===== src/rtl/cache_pkg.sv =====
// -----------------------------------------------------------------------------
// cache_pkg
// Types shared by the cache and its fill controller.
//   addr_t / val_t : default-width address and line types.
//   state_t        : fill-controller state encoding.
// -----------------------------------------------------------------------------
package cache_pkg;

  localparam int ADDR_WIDTH_DEF = 8;
  localparam int LINE_WIDTH_DEF = 32;

  typedef logic [ADDR_WIDTH_DEF-1:0] addr_t;
  typedef logic [LINE_WIDTH_DEF-1:0] val_t;

  typedef enum logic [2:0] {
    IDLE,
    LOOKUP,
    CHECK,
    MEM_REQ,
    MEM_WAIT,
    FILL,
    RESP
  } state_t;

endpackage


===== src/rtl/cache_fill_ctrl_if.sv =====
// -----------------------------------------------------------------------------
// cache_fill_ctrl_if
// Bundles the three channels the fill controller talks on:
//   client : req_valid/req_ready/req_addr, resp_valid/resp_ready/resp_val
//   cache  : cache_addr/cache_val/cache_read/cache_write out,
//            cache_hit/cache_out_val in (registered by the cache)
//   memory : mem_req_valid/mem_req_ready/mem_req_addr,
//            mem_resp_valid/mem_resp_val (no backpressure)
// Modport master is the controller view, slave is the environment view.
// -----------------------------------------------------------------------------
interface cache_fill_ctrl_if #(
  parameter int ADDR_WIDTH = 8,
  parameter int LINE_WIDTH = 32
);

  logic                  req_valid;
  logic                  req_ready;
  logic [ADDR_WIDTH-1:0] req_addr;
  logic                  resp_valid;
  logic                  resp_ready;
  logic [LINE_WIDTH-1:0] resp_val;

  logic [ADDR_WIDTH-1:0] cache_addr;
  logic [LINE_WIDTH-1:0] cache_val;
  logic                  cache_read;
  logic                  cache_write;
  logic                  cache_hit;
  logic [LINE_WIDTH-1:0] cache_out_val;

  logic                  mem_req_valid;
  logic                  mem_req_ready;
  logic [ADDR_WIDTH-1:0] mem_req_addr;
  logic                  mem_resp_valid;
  logic [LINE_WIDTH-1:0] mem_resp_val;

  modport master (
    input  req_valid, req_addr, resp_ready,
    input  cache_hit, cache_out_val,
    input  mem_req_ready, mem_resp_valid, mem_resp_val,
    output req_ready, resp_valid, resp_val,
    output cache_addr, cache_val, cache_read, cache_write,
    output mem_req_valid, mem_req_addr
  );

  modport slave (
    output req_valid, req_addr, resp_ready,
    output cache_hit, cache_out_val,
    output mem_req_ready, mem_resp_valid, mem_resp_val,
    input  req_ready, resp_valid, resp_val,
    input  cache_addr, cache_val, cache_read, cache_write,
    input  mem_req_valid, mem_req_addr
  );

endinterface


===== src/rtl/sat_counter.sv =====
// -----------------------------------------------------------------------------
// sat_counter
// Counter that increments on inc and sticks at its all-ones value.
//   clock, reset_n : clock and asynchronous active-low reset
//   inc            : increment request for this cycle
//   count          : current value
// -----------------------------------------------------------------------------
module sat_counter #(
  parameter int CNT_WIDTH = 16
) (
  input  logic                 clock,
  input  logic                 reset_n,
  input  logic                 inc,
  output logic [CNT_WIDTH-1:0] count
);

  logic [CNT_WIDTH-1:0] count_q;
  logic [CNT_WIDTH-1:0] count_d;

  // NOTE: the default assignment first keeps count_d driven on every path,
  // so no latch is inferred.
  always_comb begin
    count_d = count_q;
    if (inc && (count_q != '1)) begin
      count_d = count_q + 1'b1;
    end
  end

  always_ff @(posedge clock or negedge reset_n) begin
    if (!reset_n) begin
      count_q <= '0;
    end else begin
      count_q <= count_d;
    end
  end

  assign count = count_q;

endmodule


===== src/rtl/cache_fill_ctrl.sv =====
// -----------------------------------------------------------------------------
// cache_fill_ctrl
// Read-through front end for a cache: looks up the client address, returns
// the line on a hit, otherwise fetches it from backing memory, writes it into
// the cache and then returns it. One request outstanding, strictly in order.
//   clock, reset_n       : clock and asynchronous active-low reset
//   bus (master)         : client, cache channel 1 and memory channels
//   hit_count/miss_count : saturating lookup statistics
// -----------------------------------------------------------------------------
module cache_fill_ctrl
  import cache_pkg::*;
#(
  parameter int ADDR_WIDTH = ADDR_WIDTH_DEF,
  parameter int LINE_WIDTH = LINE_WIDTH_DEF,
  parameter int CNT_WIDTH  = 16
) (
  input  logic                 clock,
  input  logic                 reset_n,
  cache_fill_ctrl_if.master    bus,
  output logic [CNT_WIDTH-1:0] hit_count,
  output logic [CNT_WIDTH-1:0] miss_count
);

  state_t                state_q;
  logic [ADDR_WIDTH-1:0] addr_q;
  logic                  fill_first_q;
  logic                  req_ready_q;
  logic                  resp_valid_q;
  logic [LINE_WIDTH-1:0] resp_val_q;
  logic                  cache_read_q;
  logic                  cache_write_q;
  logic [LINE_WIDTH-1:0] cache_val_q;
  logic                  mem_req_valid_q;

  logic hit_inc;
  logic miss_inc;

  // NOTE: state and outputs use non-blocking assignments so every register
  // samples pre-edge values, independent of statement order.
  always_ff @(posedge clock or negedge reset_n) begin
    if (!reset_n) begin
      // NOTE: the datapath latches are reset as well so that no stale
      // address or line is visible on the outputs after reset.
      state_q         <= IDLE;
      addr_q          <= '0;
      fill_first_q    <= 1'b0;
      req_ready_q     <= 1'b1;
      resp_valid_q    <= 1'b0;
      resp_val_q      <= '0;
      cache_read_q    <= 1'b0;
      cache_write_q   <= 1'b0;
      cache_val_q     <= '0;
      mem_req_valid_q <= 1'b0;
    end else begin
      unique case (state_q)
        IDLE: begin
          if (bus.req_valid) begin
            addr_q       <= bus.req_addr;
            req_ready_q  <= 1'b0;
            cache_read_q <= 1'b1;
            state_q      <= LOOKUP;
          end
        end
        LOOKUP: begin
          cache_read_q <= 1'b0;
          state_q      <= CHECK;
        end
        CHECK: begin
          // cache_hit/cache_out_val are the cache's registered answer to the
          // read strobe issued in LOOKUP.
          if (bus.cache_hit) begin
            resp_val_q   <= bus.cache_out_val;
            resp_valid_q <= 1'b1;
            state_q      <= RESP;
          end else begin
            mem_req_valid_q <= 1'b1;
            state_q         <= MEM_REQ;
          end
        end
        MEM_REQ: begin
          if (bus.mem_req_ready) begin
            mem_req_valid_q <= 1'b0;
            state_q         <= MEM_WAIT;
          end
        end
        MEM_WAIT: begin
          if (bus.mem_resp_valid) begin
            cache_val_q   <= bus.mem_resp_val;
            cache_write_q <= 1'b1;
            fill_first_q  <= 1'b1;
            state_q       <= FILL;
          end
        end
        FILL: begin
          // In the first FILL cycle cache_hit still reflects an earlier
          // operation, so it only counts as write completion afterwards.
          fill_first_q <= 1'b0;
          if (!fill_first_q && bus.cache_hit) begin
            cache_write_q <= 1'b0;
            resp_val_q    <= cache_val_q;
            resp_valid_q  <= 1'b1;
            state_q       <= RESP;
          end
        end
        RESP: begin
          // req_ready rises only after the handshake edge, so a new request
          // can never be accepted in the same cycle as a response.
          if (bus.resp_ready) begin
            resp_valid_q <= 1'b0;
            req_ready_q  <= 1'b1;
            state_q      <= IDLE;
          end
        end
        default: begin
          state_q <= IDLE;
        end
      endcase
    end
  end

  assign hit_inc  = (state_q == CHECK) &&  bus.cache_hit;
  assign miss_inc = (state_q == CHECK) && !bus.cache_hit;

  sat_counter #(.CNT_WIDTH(CNT_WIDTH)) u_hit_cnt (
    .clock   (clock),
    .reset_n (reset_n),
    .inc     (hit_inc),
    .count   (hit_count)
  );

  sat_counter #(.CNT_WIDTH(CNT_WIDTH)) u_miss_cnt (
    .clock   (clock),
    .reset_n (reset_n),
    .inc     (miss_inc),
    .count   (miss_count)
  );

  assign bus.req_ready     = req_ready_q;
  assign bus.resp_valid    = resp_valid_q;
  assign bus.resp_val      = resp_val_q;
  assign bus.cache_addr    = addr_q;
  assign bus.cache_val     = cache_val_q;
  assign bus.cache_read    = cache_read_q;
  assign bus.cache_write   = cache_write_q;
  assign bus.mem_req_valid = mem_req_valid_q;
  assign bus.mem_req_addr  = addr_q;

endmodule


===== src/flat_wrapper.sv =====
// flat-port wrapper written by rule: the top's interface ports become plain ports
module cache_fill_ctrl_flat import cache_pkg::*;
#(
  parameter int ADDR_WIDTH = ADDR_WIDTH_DEF,
  parameter int LINE_WIDTH = LINE_WIDTH_DEF,
  parameter int CNT_WIDTH  = 16
)
  (clock, reset_n, hit_count, miss_count, bus_req_valid, bus_req_addr, bus_resp_ready, bus_cache_hit, bus_cache_out_val, bus_mem_req_ready, bus_mem_resp_valid, bus_mem_resp_val, bus_req_ready, bus_resp_valid, bus_resp_val, bus_cache_addr, bus_cache_val, bus_cache_read, bus_cache_write, bus_mem_req_valid, bus_mem_req_addr);
  cache_fill_ctrl_if #(.ADDR_WIDTH(ADDR_WIDTH), .LINE_WIDTH(LINE_WIDTH)) bus_i ();
  input  logic clock;
  input  logic reset_n;
  output logic [CNT_WIDTH-1:0] hit_count;
  output logic [CNT_WIDTH-1:0] miss_count;
  input wire logic [$bits(bus_i.req_valid)-1:0] bus_req_valid;
  input wire logic [$bits(bus_i.req_addr)-1:0] bus_req_addr;
  input wire logic [$bits(bus_i.resp_ready)-1:0] bus_resp_ready;
  input wire logic [$bits(bus_i.cache_hit)-1:0] bus_cache_hit;
  input wire logic [$bits(bus_i.cache_out_val)-1:0] bus_cache_out_val;
  input wire logic [$bits(bus_i.mem_req_ready)-1:0] bus_mem_req_ready;
  input wire logic [$bits(bus_i.mem_resp_valid)-1:0] bus_mem_resp_valid;
  input wire logic [$bits(bus_i.mem_resp_val)-1:0] bus_mem_resp_val;
  output wire logic [$bits(bus_i.req_ready)-1:0] bus_req_ready;
  output wire logic [$bits(bus_i.resp_valid)-1:0] bus_resp_valid;
  output wire logic [$bits(bus_i.resp_val)-1:0] bus_resp_val;
  output wire logic [$bits(bus_i.cache_addr)-1:0] bus_cache_addr;
  output wire logic [$bits(bus_i.cache_val)-1:0] bus_cache_val;
  output wire logic [$bits(bus_i.cache_read)-1:0] bus_cache_read;
  output wire logic [$bits(bus_i.cache_write)-1:0] bus_cache_write;
  output wire logic [$bits(bus_i.mem_req_valid)-1:0] bus_mem_req_valid;
  output wire logic [$bits(bus_i.mem_req_addr)-1:0] bus_mem_req_addr;
  assign bus_i.req_valid = bus_req_valid;
  assign bus_i.req_addr = bus_req_addr;
  assign bus_i.resp_ready = bus_resp_ready;
  assign bus_i.cache_hit = bus_cache_hit;
  assign bus_i.cache_out_val = bus_cache_out_val;
  assign bus_i.mem_req_ready = bus_mem_req_ready;
  assign bus_i.mem_resp_valid = bus_mem_resp_valid;
  assign bus_i.mem_resp_val = bus_mem_resp_val;
  assign bus_req_ready = bus_i.req_ready;
  assign bus_resp_valid = bus_i.resp_valid;
  assign bus_resp_val = bus_i.resp_val;
  assign bus_cache_addr = bus_i.cache_addr;
  assign bus_cache_val = bus_i.cache_val;
  assign bus_cache_read = bus_i.cache_read;
  assign bus_cache_write = bus_i.cache_write;
  assign bus_mem_req_valid = bus_i.mem_req_valid;
  assign bus_mem_req_addr = bus_i.mem_req_addr;
  cache_fill_ctrl #(.ADDR_WIDTH(ADDR_WIDTH), .LINE_WIDTH(LINE_WIDTH), .CNT_WIDTH(CNT_WIDTH)) u_core (.clock(clock), .reset_n(reset_n), .bus(bus_i), .hit_count(hit_count), .miss_count(miss_count));
endmodule

===== config.mk =====
export PLATFORM = sky130hd
export DESIGN_NAME = cache_fill_ctrl_flat
export DESIGN_NICKNAME = d
export VERILOG_FILES = /design/src/rtl/cache_pkg.sv /design/src/rtl/cache_fill_ctrl_if.sv /design/src/rtl/sat_counter.sv /design/src/rtl/cache_fill_ctrl.sv /design/src/flat_wrapper.sv
export SDC_FILE = /design/constraint.sdc
export NUM_CORES = 1
export LEC_CHECK = 0
export CAP_MARGIN = 20
export CORE_MARGIN = 2
export CORE_UTILIZATION = 48
export CTS_CLUSTER_DIAMETER = 200
export DETAILED_ROUTE_END_ITERATION = 10
export MAX_ROUTING_LAYER = met4
export PLACE_DENSITY = 0.95
export SYNTH_ARGS = -nofsm -noshare
export SYNTH_HDL_FRONTEND = slang
export SYNTH_SLANG_ARGS = --single-unit

===== constraint.sdc =====
create_clock -name clock -period 3.2 [get_ports clock]
set_clock_uncertainty 0.1 [all_clocks]
set_input_delay 0.32 -clock clock [delete_from_list [all_inputs] [get_ports clock]]
set_output_delay 0.32 -clock clock [all_outputs]
set_load 0.01 [all_outputs]

# Yosys cells after proc, flatten, opt, wreduce, memory -nomap -nowiden
# Cells that the tools add are included.
[totals] register_bits=113 latchBits=0 mem_bits_rw=0 romBits=0 in_bits=79 out_inout_bits=117 memories=0
[classes] addsub=2 mul=0 n_div=0 n_lt_le_gt_ge=0 eq_ne=15 n_shift=0 n_mux=26 n_bitwise=0 reduce_logical=24
[op_table] cell="$mux 32" count=2
[op_table] cell="$pmux 32 s2" count=1
[op_table] cell="$add 16x1->16 const B" count=2
[op_table] cell="$ne 16x16->1 const B" count=2
[op_table] cell="$pmux 3 s7" count=1
[op_table] cell="$mux 3" count=6
[op_table] cell="$ne 2x2->1 const B" count=6
[op_table] cell="$reduce_and 3->1" count=4
[op_table] cell="$mux 1" count=10
[op_table] cell="$pmux 1 s2" count=5
[op_table] cell="$reduce_bool 2->1" count=5
[op_table] cell="$eq 3x3->1 const B" count=3
[op_table] cell="$reduce_and 2->1" count=4
[op_table] cell="$eq 3x2->1 const B" count=2
[op_table] cell="$logic_and 1x1->1" count=5
[op_table] cell="$reduce_and 5->1" count=1
[op_table] cell="$reduce_and 4->1" count=1
[op_table] cell="$eq 3x1->1 const B" count=1
[op_table] cell="$logic_not 3->1" count=1
[op_table] cell="$pmux 1 s3" count=1
[op_table] cell="$reduce_bool 3->1" count=1
[op_table] cell="$logic_not 1->1" count=2
[op_table] cell="$ne 2x1->1 const B" count=1

# Logic depth before layout (Yosys ltp)
[depth] word_depth=4 ltp_mapped=7 ltp_nobuf=5

# By module
# A second synthesis with hierarchy kept.
[unflattened] cells_unflattened=437 area_unflattened_um2=5387.7
[modules_own_cells] mod="cache_fill_ctrl" n_inst=1 cells_per_inst=293 area_each_um2=3668.5 seq_area_each_um2=2028.2
[modules_own_cells] mod="sat_counter" n_inst=2 cells_per_inst=72 area_each_um2=859.6 seq_area_each_um2=400.4

# Worst setup path before layout
# OpenSTA, ideal clock, no wires.
[synth_path] path_kind="register to register" startpoint="reg u_core.u_hit_cnt.count_q[0] (netlist: u_core.u_hit_cnt.count[0])" endpoint="reg u_core.u_hit_cnt.count_q[1] (netlist: u_core.u_hit_cnt.count[1])" setup_ps=125 arrival_ps=1663 required_time_ps=2975 slack_ps=1312 stages_incl_launch_ff=5 path_buffers=0 period_less_slack_ps=1888 cell_sequence="dfrtp_1 > ha_1 > nand4_1 > o41ai_4 > mux2_2"
[synth_between] elab_chain_len=2 elab_cells_between_ends=3
[synth_lines] element="start, declared" line="sat_counter.sv:17" rtl="logic [CNT_WIDTH-1:0] count_q;"
[synth_lines] element="start signal, assigned" line="sat_counter.sv:33" rtl="count_q <= count_d;"
[synth_lines] element="parallel branches: the longest is 2 deep, another holds $add 16x1->16"
# Parallel ways; which one is timed is not known.
# A chain may end at the register's enable or synchronous reset.

# Worst setup path after layout
[layout_path] startpoint="reg u_core.state_q[0]" endpoint="reg u_core.resp_val_q[12] (netlist: u_core.bus.resp_val[12])"
[layout_between] elab_chain_len=3 elab_cells_between_ends=7
[layout_lines] element="start, declared" line="cache_fill_ctrl.sv:24" rtl="state_t state_q;"
[layout_lines] element="start signal, assigned" line="cache_fill_ctrl.sv:44" rtl="state_q <= IDLE;"
[layout_lines] element="start signal, assigned" line="cache_fill_ctrl.sv:61" rtl="state_q <= LOOKUP;"
[layout_lines] element="start signal, assigned" line="cache_fill_ctrl.sv:66" rtl="state_q <= CHECK;"
[layout_lines] element="$eq 3x2->1 / $eq 3x3->1 (equally long branches)" line="cache_fill_ctrl.sv:55" rtl="unique case (state_q)"
[layout_lines] element="$ne 2x2->1 (no line) (tied with other cells)"
[layout_lines] element="$reduce_and 3->1 (no line)"
[layout_lines] element="end signal, assigned" line="cache_fill_ctrl.sv:72" rtl="resp_val_q <= bus.cache_out_val;"
[layout_lines] element="end signal, assigned" line="cache_fill_ctrl.sv:100" rtl="resp_val_q <= cache_val_q;"
[layout_lines] element="end, declared" line="cache_fill_ctrl.sv:29" rtl="logic [LINE_WIDTH-1:0] resp_val_q;"
# Parallel ways exist; a longest one is shown, timed or not.

==> tab_implementation.tex <==
\begin{tabular}{lr}
\hline
Metric & Value \\
\hline
\multicolumn{2}{l}{\textbf{Synth}} \\
Unique cell type count in the Yosys netlist & 54 \\
Synthesis warning total & 0 \\
Syn\_nets & roughly 500 \\
Fraction of synthesized cell area taken by the top area cell type & around 54\% \\
Simple-gate portion of the synthesized area & between 10 and 15\% \\
Portion of the post-synthesis area used by sequential elements & 54.5\% \\
Proportion of synthesized area in mux cells & roughly 16\% \\
Number of enable-type register cells in the synthesized netlist & 0 \\
Number of storage elements in the synthesis netlist & between 100 and 150 \\
Syn Std Cell Area & 0.00519 mm² \\
Share of flip-flops with an asynchronous set or reset & 100\% \\
Leading area contributor after synthesis & sky130\_fd\_sc\_hd\_\_dfrtp\_1 \\
Xor/xnor cell area share of the yosys netlist & 4.05\% \\
Area fraction in compound gates after synthesis & around 7\% \\
Area share of fa/ha/maj cells after synthesis & less than 1\% \\
Syn Inst Count & $\sim$430 \\
Synthesized area divided by synthesized cell count & between 10 and 15 µm² \\
Main combinational cell family by area after synthesis & multiplexers \\
Dominant register cell in the synthesized netlist & sky130\_fd\_sc\_hd\_\_dfrtp\_1 \\
Main area contributors after synthesis & sky130\_fd\_sc\_hd\_\_dfrtp\_1, sky130\_fd\_sc\_hd\_\_mux2\_2, sky130\_fd\_sc\_hd\_\_mux2i\_1, sky130\_fd\_sc\_hd\_\_o21ai\_0, sky130\_fd\_sc\_hd\_\_xor2\_1 \\
\multicolumn{2}{l}{\textbf{Global route}} \\
GRT Residual Overflow & 0 \\
Initial antenna violation count & 0 \\
Total GRT Usage & a little over a quarter \\
Number of global-route vias before repair & approximately 4,600 \\
First-pass GRT wire length & 22,500 µm \\
Maximum number of pins on one net before global-route repair & 65 \\
\multicolumn{2}{l}{\textbf{CTS}} \\
Clk buf depth & 2 \\
Number of CTS-inserted buffers & 17 \\
Clock latency at the later pin of the worst-skew pair & $\sim$0.50 ns \\
CTS tree & built \\
Number of buffers inserted for hold repair after clock tree synthesis & 1 \\
Clk sink count & around 110 \\
H-tree levels & 4 \\
Postcts setup bufs & 0 \\
Clock edge transition at the registers on the reported setup and hold paths & around 0.06 ns \\
CTS-repair resized insts & 0 \\
Buffer cell driving the clock tree root & sky130\_fd\_sc\_hd\_\_clkbuf\_8 \\
\multicolumn{2}{l}{\textbf{Finish}} \\
Post-route standard cell area excluding fillers & about 0.0077 mm² \\
Fraction of layout cells with a size suffix above 1 & between 15 and 20\% \\
Area Overhead vs Synth & 49.0\% \\
Final core utilization & approximately 74\% \\
Number of inserted filler cells in the final layout & around 650 \\
Final layout net count & a little over 700 \\
Number of antenna cells inserted & 0 \\
\multicolumn{2}{l}{\textbf{Critical path}} \\
Crit Path Class & flop to flop \\
Crit. End Element & flop \\
Critical path arrival & 2.51 ns \\
Launch instance of the worst register-to-register path & u\_core.state\_q[0] \\
Max FO, Critical Path & 34 \\
Depth of the most critical reg-to-reg path & 5 \\
Slack of the worst reg-to-reg path & 0.93 ns \\
Data required, critical path & about 3.4 ns \\
Nature of the critical path startpoint & flop \\
Worst reg2reg path endpoint & u\_core.bus.resp\_val[12] \\
\multicolumn{2}{l}{\textbf{Route}} \\
First DRT Iteration DRCs & 215 \\
Remaining antenna violation count after routing & 0 \\
Total DRC errors in the routed layout & 0 \\
Via density per instance & $\sim$5.4 \\
Routed wire length & around 14,000 µm \\
Routed length per instance & $\sim$18 µm \\
Total number of vias & just over 4,000 \\
Number of iterations in the first detailed-routing pass & 4 \\
\multicolumn{2}{l}{\textbf{Die}} \\
Core area & 0.0104 mm² \\
Die H & about 110 µm \\
Horizontal die dimension & 108 µm \\
I/O pin count & $\sim$200 \\
\# rows & 37 \\
Full die area & $\sim$0.012 mm² \\
Starting density of the core & $\sim$50\% \\
\multicolumn{2}{l}{\textbf{Job}} \\
Max cap viols & 0 \\
\multicolumn{2}{l}{\textbf{STA}} \\
Time the worst path needs with I/O delays and setup & around 2.3 ns \\
Portion of the clock cycle consumed by the worst path in the final layout & between 70\% and 80\% \\
Unrepaired setup endpoints after global routing & false \\
\# setup viols final & 0 \\
Final hold viol count & 0 \\
Max transition margin & $\sim$52\% \\
Setup TNS Final & 0 ns \\
Tightest Pin Transition & between 0.7 and 0.8 ns \\
Final Max Tran Viols & 0 \\
Max frequency & about 0.44 GHz \\
\multicolumn{2}{l}{\textbf{Placed design}} \\
Placed Area & just over 0.007 mm² \\
DP HPWL & approximately 9800 µm \\
Gp weighted congestion & approximately 0.87 \\
Number of buffer cells added on primary ports & 195 \\
\multicolumn{2}{l}{\textbf{Hold path}} \\
Worst min-delay path category & primary input to asynchronous set/reset pin \\
\multicolumn{2}{l}{\textbf{Pwr}} \\
Total leakage power & between 3 and 4 nW \\
Worst IR Drop VDD & roughly 0.5 mV \\
Total power density per cell area & 904 mW/mm² \\
Total power after layout & $\sim$7 mW \\
\multicolumn{2}{l}{\textbf{Run status}} \\
Run status & complete, no violations \\
\hline
\end{tabular}
flip-flops by register name, summed over array words and instances, names as in the netlist, 3 cells and up:
name	flops
u_core.bus.cache_addr	8
u_core.u_miss_cnt.count	16
u_core.bus.resp_val	32
u_core.bus.cache_val	32
u_core.state_q	3
u_core.u_hit_cnt.count	16
final cells by class:
type / count / area (µm²) / share of cell area (%)
multi-input cells: 290 / 2190 / 28.3
well taps: 136 / 170 / 2.20
repair buffers: 200 / 2000 / 25.9
clock buffers: 20 / 435 / 5.63
flip-flops and latches: 113 / 2830 / 36.6
clock inverters: 11 / 91.3 / 1.18
inverters: 5 / 18.8 / 0.243
routing by layer:
layer  GRT usage [%]  wire length [µm]  share of wire [%]
met2            45.3              7560                 54
met5               -                 0                  0
met4            9.34               232                1.7
met3            6.63               844                6.0
met1            29.0              5390                 38
kinds of logic after synthesis:
group / Yosys count
flops: 113
fa+ha+maj: 2
buf+inv: 31
simple gates: 126
compound gates: 60
mux: 78
xor+xnor: 24
synth_stat cells (all sizes together), types with 8 or more instances:
cell / count
nand4: 9
mux2: 44
mux2i: 34
buf: 22
o21ai: 43
xor2: 22
dfrtp: 112
nand3: 8
nand2: 49
nor3: 14
nor2: 17
worst max path at each step:
stage / start / end / cells past startpoint
after floorplan: u_core.u_hit_cnt.count[0] / u_core.u_hit_cnt.count[1] / 4
after global placement: bus_cache_hit / u_core.u_hit_cnt.count[14] / 5
after detailed placement: bus_cache_hit / u_core.bus.resp_val[12] / 5
after CTS: u_core.state_q[1] / u_core.bus.resp_val[21] / 5
after global routing: u_core.state_q[1] / u_core.bus.resp_val[12] / 5
final: u_core.state_q[0] / u_core.bus.resp_val[12] / 5
cells in the final DEF (no fill, tap or decap), types with 2 or more instances in the layout:
master	count
sky130_fd_sc_hd__and4_1	3
sky130_fd_sc_hd__inv_1	5
sky130_fd_sc_hd__o21ai_0	43
sky130_fd_sc_hd__nand3_1	7
sky130_fd_sc_hd__buf_4	4
sky130_fd_sc_hd__a21oi_1	4
sky130_fd_sc_hd__mux2i_1	34
sky130_fd_sc_hd__clkbuf_16	16
sky130_fd_sc_hd__nor2_1	16
sky130_fd_sc_hd__nor3b_1	2
sky130_fd_sc_hd__clkbuf_1	2
sky130_fd_sc_hd__and2_1	2
sky130_fd_sc_hd__o221ai_1	2
sky130_fd_sc_hd__clkinv_2	6
sky130_fd_sc_hd__nor4b_2	3
sky130_fd_sc_hd__ha_1	2
sky130_fd_sc_hd__nor3_1	12
sky130_fd_sc_hd__dfrtp_1	112
sky130_fd_sc_hd__and3_1	3
sky130_fd_sc_hd__nand4_1	5
sky130_fd_sc_hd__mux2_2	42
sky130_fd_sc_hd__clkbuf_8	2
sky130_fd_sc_hd__nor2b_1	3
sky130_fd_sc_hd__clkinvlp_4	3
sky130_fd_sc_hd__clkdlybuf4s50_1	194
sky130_fd_sc_hd__nand2_1	48
sky130_fd_sc_hd__nand4_2	3
sky130_fd_sc_hd__a31oi_1	2
sky130_fd_sc_hd__nand2b_1	5
sky130_fd_sc_hd__xor2_1	22
sky130_fd_sc_hd__xnor2_1	2
power by group:
| group | internal (mW) | switching (mW) |
|---|---|---|
| Sequential | 1.99 | 0.539 |
| Clock | 1.04 | 0.647 |
| Combinational | 1.61 | 1.17 |
| Total | 4.63 | 2.36 |
worst max-delay path, stage by stage (launching register included):
cell,delay [ns]
sky130_fd_sc_hd__dfrtp_1,0.72
sky130_fd_sc_hd__nor2b_1,0.50
sky130_fd_sc_hd__nand2_2,0.08
sky130_fd_sc_hd__buf_4,0.33
sky130_fd_sc_hd__mux2i_1,0.24
sky130_fd_sc_hd__o21ai_0,0.12
metrics by stage:
stage	hold slack, ns	worst slack [ns]	instances
finish	0.320	0.930	775
floorplan	-0.0756	1.31	434
global placement	0.309	1.02	743
global route	0.310	0.777	775
CTS	0.316	0.908	775
detailed placement	0.316	0.908	743
Note: power is estimated with default switching activity, not from simulation.
